<file path="src/rtl/pdp8_mem_arb.sv">
// pdp8_mem_arb: serialises the CPU memory port and the RF08 data-break port
// onto one external synchronous RAM with a fixed access time of MEM_WAIT
// cycles. DMA wins simultaneous requests unless the previous grant was also
// DMA, so the CPU always gets every other slot under contention.
//
// Handshake (both requester ports): the requester raises read_req and/or
// write_req as a level and keeps it high until done rises. ma/out are
// sampled only on the grant edge. done stays high for as long as the
// request is held. Dropping the request drops done on the next edge and
// returns the arbiter to IDLE (4-phase). read_req+write_req together
// is a write.
//
// dbg_state_o: 0 = IDLE, 1 = ACCESS, 2 = ACK.
module pdp8_mem_arb #(
    parameter int AW       = 15,
    parameter int DW       = 12,
    parameter int MEM_WAIT = 2
) (
    input  logic          clk,
    input  logic          reset,
    input  logic          cpu_read_req,
    input  logic          cpu_write_req,
    input  logic [AW-1:0] cpu_ma,
    input  logic [DW-1:0] cpu_out,
    output logic [DW-1:0] cpu_in,
    output logic          cpu_done,
    input  logic          dma_read_req,
    input  logic          dma_write_req,
    input  logic [AW-1:0] dma_ma,
    input  logic [DW-1:0] dma_out,
    output logic [DW-1:0] dma_in,
    output logic          dma_done,
    output logic [AW-1:0] mem_addr,
    output logic [DW-1:0] mem_wdata,
    input  logic [DW-1:0] mem_rdata,
    output logic          mem_ce,
    output logic          mem_we,
    output logic [1:0]    dbg_state_o
);

    localparam logic [1:0] S_IDLE   = 2'd0;
    localparam logic [1:0] S_ACCESS = 2'd1;
    localparam logic [1:0] S_ACK    = 2'd2;

    localparam logic       OWN_CPU  = 1'b0;
    localparam logic       OWN_DMA  = 1'b1;

    // MEM_WAIT is limited to 1..15, so four bits hold the countdown.
    localparam logic [3:0] CNT_INIT = 4'(MEM_WAIT - 1);

    logic [1:0]    state_q,     state_d;
    logic          owner_q,     owner_d;
    logic          last_dma_q,  last_dma_d;
    logic [3:0]    cnt_q,       cnt_d;
    logic [AW-1:0] mem_addr_q,  mem_addr_d;
    logic [DW-1:0] mem_wdata_q, mem_wdata_d;
    logic          mem_ce_q,    mem_ce_d;
    logic          mem_we_q,    mem_we_d;
    logic [DW-1:0] cpu_in_q,    cpu_in_d;
    logic [DW-1:0] dma_in_q,    dma_in_d;
    logic          cpu_done_q,  cpu_done_d;
    logic          dma_done_q,  dma_done_d;

    logic cpu_rq;
    logic dma_rq;
    logic grant_dma;
    logic owner_rq;

    assign cpu_rq    = cpu_read_req | cpu_write_req;
    assign dma_rq    = dma_read_req | dma_write_req;
    // DMA takes the slot unless the CPU is also waiting and DMA had the last one.
    assign grant_dma = dma_rq & (~cpu_rq | ~last_dma_q);
    assign owner_rq  = (owner_q == OWN_DMA) ? dma_rq : cpu_rq;

    // Next-state logic: arbitration in IDLE, countdown in ACCESS, handshake in ACK.
    always_comb begin
        state_d     = state_q;
        owner_d     = owner_q;
        last_dma_d  = last_dma_q;
        cnt_d       = cnt_q;
        mem_addr_d  = mem_addr_q;
        mem_wdata_d = mem_wdata_q;
        mem_ce_d    = mem_ce_q;
        mem_we_d    = mem_we_q;
        cpu_in_d    = cpu_in_q;
        dma_in_d    = dma_in_q;
        cpu_done_d  = cpu_done_q;
        dma_done_d  = dma_done_q;

        case (state_q)
            S_IDLE: begin
                if (cpu_rq || dma_rq) begin
                    owner_d     = grant_dma ? OWN_DMA : OWN_CPU;
                    last_dma_d  = grant_dma;
                    mem_addr_d  = grant_dma ? dma_ma : cpu_ma;
                    mem_wdata_d = grant_dma ? dma_out : cpu_out;
                    mem_we_d    = grant_dma ? dma_write_req : cpu_write_req;
                    mem_ce_d    = 1'b1;
                    cnt_d       = CNT_INIT;
                    state_d     = S_ACCESS;
                end
            end
            S_ACCESS: begin
                if (cnt_q != 4'd0) begin
                    cnt_d = cnt_q - 4'd1;
                end else begin
                    mem_ce_d = 1'b0;
                    mem_we_d = 1'b0;
                    if (owner_q == OWN_DMA) begin
                        dma_done_d = 1'b1;
                        if (!mem_we_q) dma_in_d = mem_rdata;
                    end else begin
                        cpu_done_d = 1'b1;
                        if (!mem_we_q) cpu_in_d = mem_rdata;
                    end
                    state_d = S_ACK;
                end
            end
            S_ACK: begin
                if (!owner_rq) begin
                    cpu_done_d = 1'b0;
                    dma_done_d = 1'b0;
                    state_d    = S_IDLE;
                end
            end
            default: begin
                state_d = S_IDLE;
            end
        endcase
    end

    // State registers; reset abandons any access in flight without a done.
    always_ff @(posedge clk or posedge reset) begin
        if (reset) begin
            state_q     <= S_IDLE;
            owner_q     <= OWN_CPU;
            last_dma_q  <= 1'b0;
            cnt_q       <= 4'd0;
            mem_addr_q  <= '0;
            mem_wdata_q <= '0;
            mem_ce_q    <= 1'b0;
            mem_we_q    <= 1'b0;
            cpu_in_q    <= '0;
            dma_in_q    <= '0;
            cpu_done_q  <= 1'b0;
            dma_done_q  <= 1'b0;
        end else begin
            state_q     <= state_d;
            owner_q     <= owner_d;
            last_dma_q  <= last_dma_d;
            cnt_q       <= cnt_d;
            mem_addr_q  <= mem_addr_d;
            mem_wdata_q <= mem_wdata_d;
            mem_ce_q    <= mem_ce_d;
            mem_we_q    <= mem_we_d;
            cpu_in_q    <= cpu_in_d;
            dma_in_q    <= dma_in_d;
            cpu_done_q  <= cpu_done_d;
            dma_done_q  <= dma_done_d;
        end
    end

    assign mem_addr    = mem_addr_q;
    assign mem_wdata   = mem_wdata_q;
    assign mem_ce      = mem_ce_q;
    assign mem_we      = mem_we_q;
    assign cpu_in      = cpu_in_q;
    assign cpu_done    = cpu_done_q;
    assign dma_in      = dma_in_q;
    assign dma_done    = dma_done_q;
    assign dbg_state_o = state_q;

endmodule

</file>
<file path="config.mk">
export PLATFORM = sky130hd
export DESIGN_NAME = pdp8_mem_arb
export DESIGN_NICKNAME = d
export VERILOG_FILES = /design/src/rtl/pdp8_mem_arb.sv
export SDC_FILE = /design/constraint.sdc
export NUM_CORES = 1
export LEC_CHECK = 0
export BUFFER_PORTS_ARGS = -buffer_cell sky130_fd_sc_hd__buf_2
export CELL_PAD_IN_SITES_DETAIL_PLACEMENT = 1
export CELL_PAD_IN_SITES_GLOBAL_PLACEMENT = 1
export CORE_UTILIZATION = 33
export CTS_CLUSTER_DIAMETER = 80
export DETAILED_ROUTE_END_ITERATION = 8
export GPL_ROUTABILITY_DRIVEN = 0
export PLACE_DENSITY = 0.81
export SYNTH_ARGS = -nofsm -noshare
export SYNTH_HDL_FRONTEND = slang
export SYNTH_SLANG_ARGS = --single-unit
</file>
<file path="constraint.sdc">
create_clock -name clk -period 2.6 [get_ports clk]
set_input_delay 0.26 -clock clk [delete_from_list [all_inputs] [get_ports clk]]
set_output_delay 0.26 -clock clk [all_outputs]
set_load 0.02 [all_outputs]
</file>
==> metrics <==
status=complete, no violations; clock root buffer=clkbuf_8; Die Y=96.21 um; TritonCTS buffer count=9; worst path cell trace=inv_1 -> ha_1 -> nor3b_1 -> buf_4 -> nand4b_1 -> mux2_2; clk slew on worst S/H paths=0.07 ns; worst vdd ir=467.7 uV; logic gate share of total power=0.502; CP bufs+invs=2; class of the worst hold path=in2async; initial antenna violation count=0; Die Wd=96.21 um; CTS Buffer Depth=2; Post-CTS Repair Setup Buffers=0; Core Region=8636 sq um; period utilisation layout=0.8549; Final Skew=0.01241 ns; DRC viols=0; DR vias/cell=5.167; Syn Nets=342; Post-CTS Hold Buffers=0; number of global-route vias before repair=2,621; layout cell share with drive strength beyond 1=0.4621; largest net degree at the start of global routing=56; Fmax achieved=449.9 MHz; Power Density=1324 nW/um^2; placed insts=488; Design Power=5112 uW; Critical Path End Type=flip-flop; clock sinks=62; Int Power=2853 uW; critical path's slowest cell=nand4b_1; max-cap viol count=0; critical path's top delay family=simple AND/OR/NAND/NOR gates; post-DP HPWL=6015 um; Yosys cell types=34; fin. max-slew vios=0; CP Launch Type=flip-flop; area grow syn2layout=31.82%; fin nets=465; critical-path maximum fanout=12; first-pass GRT wire length=12,900 um; min Tclk post-route=2.223 ns; Reg2Reg Depth=6; grt total ovfl=0; Critical Path AT=2.44 ns; Cell Rows=34; final setup margin=0.3772 ns; max incr delay on CP=0.52 ns; clock group share of total power=0.147; GRT Overall Usage=0.1850; Reg power frac=0.351; DR WL/cell=16.45 um; measured slew at the worst slew-check pin=1.115 ns; FF-to-FF End=dma_in[11]; Worst path depth=6; Mapped Cells=268; Hold WS=0.01179 ns; CTS tree=built; Netlist Area Pre-Place=2929 sq um; I/O Buffers=128; DR vias=2,604; FF-to-FF setup slack=0.38 ns; DR iter-0 viols=79; Seq/Total Area, Yosys=0.5297; Clk Latency, worst-skew pair=0.34 ns; Switching Share=0.4420; I/O pin count=129; Synth Register Bits=62; non-filler cells, final=504; starting density of the core=0.3392; # resized after CTS=0; relative slew slack=0.2566; Required @ worst endpoint=2.81 ns; Antenna Nets Post-Route=0; diode count=0; DIE AREA=9256 sq um; synth warn=0; leakage power=0.001772 uW; post-place setup slack=0.3455 ns; number of setup violations in the final report=0; Fin. Hold Viols=0; RSZ-0062 raised after global routing=no; htree depth=3; reg2reg start=cnt_q[0]; DR pass1 iterations=4; sw power=2260 uW; routed wire length=8289 um; syn avg cell area=10.93 sq um; Crit Path Class=reg2reg; setup TNS=0 ns
==> worst max-delay path by stage <==
stage	startpoint	endpoint
global placement	cnt_q[0]	dma_in[2]
finish	cnt_q[0]	dma_in[11]
global route	cnt_q[0]	dma_in[5]
CTS	cnt_q[0]	dma_in[5]
detailed placement	cnt_q[0]	dma_in[8]
floorplan	cnt_q[0]	cpu_in[0]
==> cells in the final DEF, fill, tap and decap left out, drive strengths merged, types with 5 or more instances in the layout <==
master,n
a21oi,29
a31oi,28
buf,136
clkbuf,10
dfrtp,62
inv,5
mux2,24
nand3b,28
o21ai,30
==> worst register-to-register path, delay by kind of cell, from the launching register on <==
kind	cells	cell delay, ns
buffers and inverters	2	0.28
adders and majority gates	1	0.19
DFF	1	0.42
muxes	1	0.49
and+or+nand+nor	2	0.73
==> Yosys cell counts <==
cell | n | area share
a21o_1 | 2 | 0.0051
a21oi_1 | 29 | 0.050
a221oi_1 | 1 | 0.0030
a22o_1 | 1 | 0.0030
a22oi_1 | 1 | 0.0026
a31o_2 | 1 | 0.0030
a31oi_1 | 28 | 0.060
a32o_1 | 2 | 0.0068
and2_0 | 1 | 0.0021
buf_2 | 2 | 0.0034
buf_6 | 1 | 0.0038
clkbuf_1 | 21 | 0.027
dfrtp_1 | 62 | 0.53
ha_1 | 2 | 0.0085
inv_1 | 5 | 0.0064
mux2_2 | 14 | 0.054
mux2_4 | 10 | 0.051
nand2_1 | 4 | 0.0051
nand2b_1 | 2 | 0.0043
nand3_1 | 1 | 0.0017
nand3b_1 | 28 | 0.072
nand4b_1 | 1 | 0.0030
nor2_1 | 4 | 0.0051
nor2b_1 | 2 | 0.0043
nor3_1 | 3 | 0.0051
nor3b_1 | 2 | 0.0051
o21a_1 | 1 | 0.0026
o21ai_0 | 29 | 0.050
o21ai_1 | 1 | 0.0017
o2bb2ai_1 | 1 | 0.0030
o41ai_1 | 2 | 0.0060
or3b_4 | 1 | 0.0038
or4_1 | 2 | 0.0051
or4_4 | 1 | 0.0038
==> state kept, by name (all words and copies together) (netlist names), 2 cells and up <==
signal,flops
cnt_q,4
cpu_in,12
dbg_state_o,2
dma_in,12
mem_addr,15
mem_wdata,12
==> cell families after synthesis <==
| logic type | synth area share |
|---|---|
| simple gates | 0.1205 |
| compound gates | 0.1956 |
| flops | 0.5297 |
| buf+inv | 0.04058 |
| mux | 0.1051 |
| fa+ha+maj | 0.008542 |
==> area by class of cell <==
cell class                      instances  area [sq um]
Tap cell                              108         135.1
Clock buffer                           10         137.6
Fill cell                            1018          4775
Timing Repair Buffer                  136         713.2
Multi-Input combinational cell        177          1267
Inverter                                5         18.77
Sequential cell                        62          1551
Clock inverter                          6         37.54
==> power groups by stage <==
stage	Clock, uW	Sequential [uW]	Combinational (uW)
3_5_place_dp	0	1820	2600
4_1_cts	773	1800	2600
5_1_grt	814	1860	2830
3_3_place_gp	0	1780	2510
2_1_floorplan	0	2290	1190
6_report	753	1790	2570
==> per-stage QoR <==
stage | utilization | instance area [sq um]
finish | 0.4471 | 3861
global route | 0.4471 | 3861
CTS | 0.4471 | 3861
detailed placement | 0.4268 | 3686
global placement | 0.4268 | 3686
floorplan | - | 2929
==> routing by layer <==
metal / up-vias / routed length, um / global-route usage / share of wire
met5: - / 0 / 0 / 0
met4: 0 / 87 / 0.05597 / 0.010
met3: 8 / 631 / 0.05924 / 0.076
met2: 96 / 4036 / 0.3067 / 0.49
met1: 1260 / 3534 / 0.2287 / 0.43
li1: 1240 / - / - / -
No activity file was read; power rests on OpenSTA's default activity.
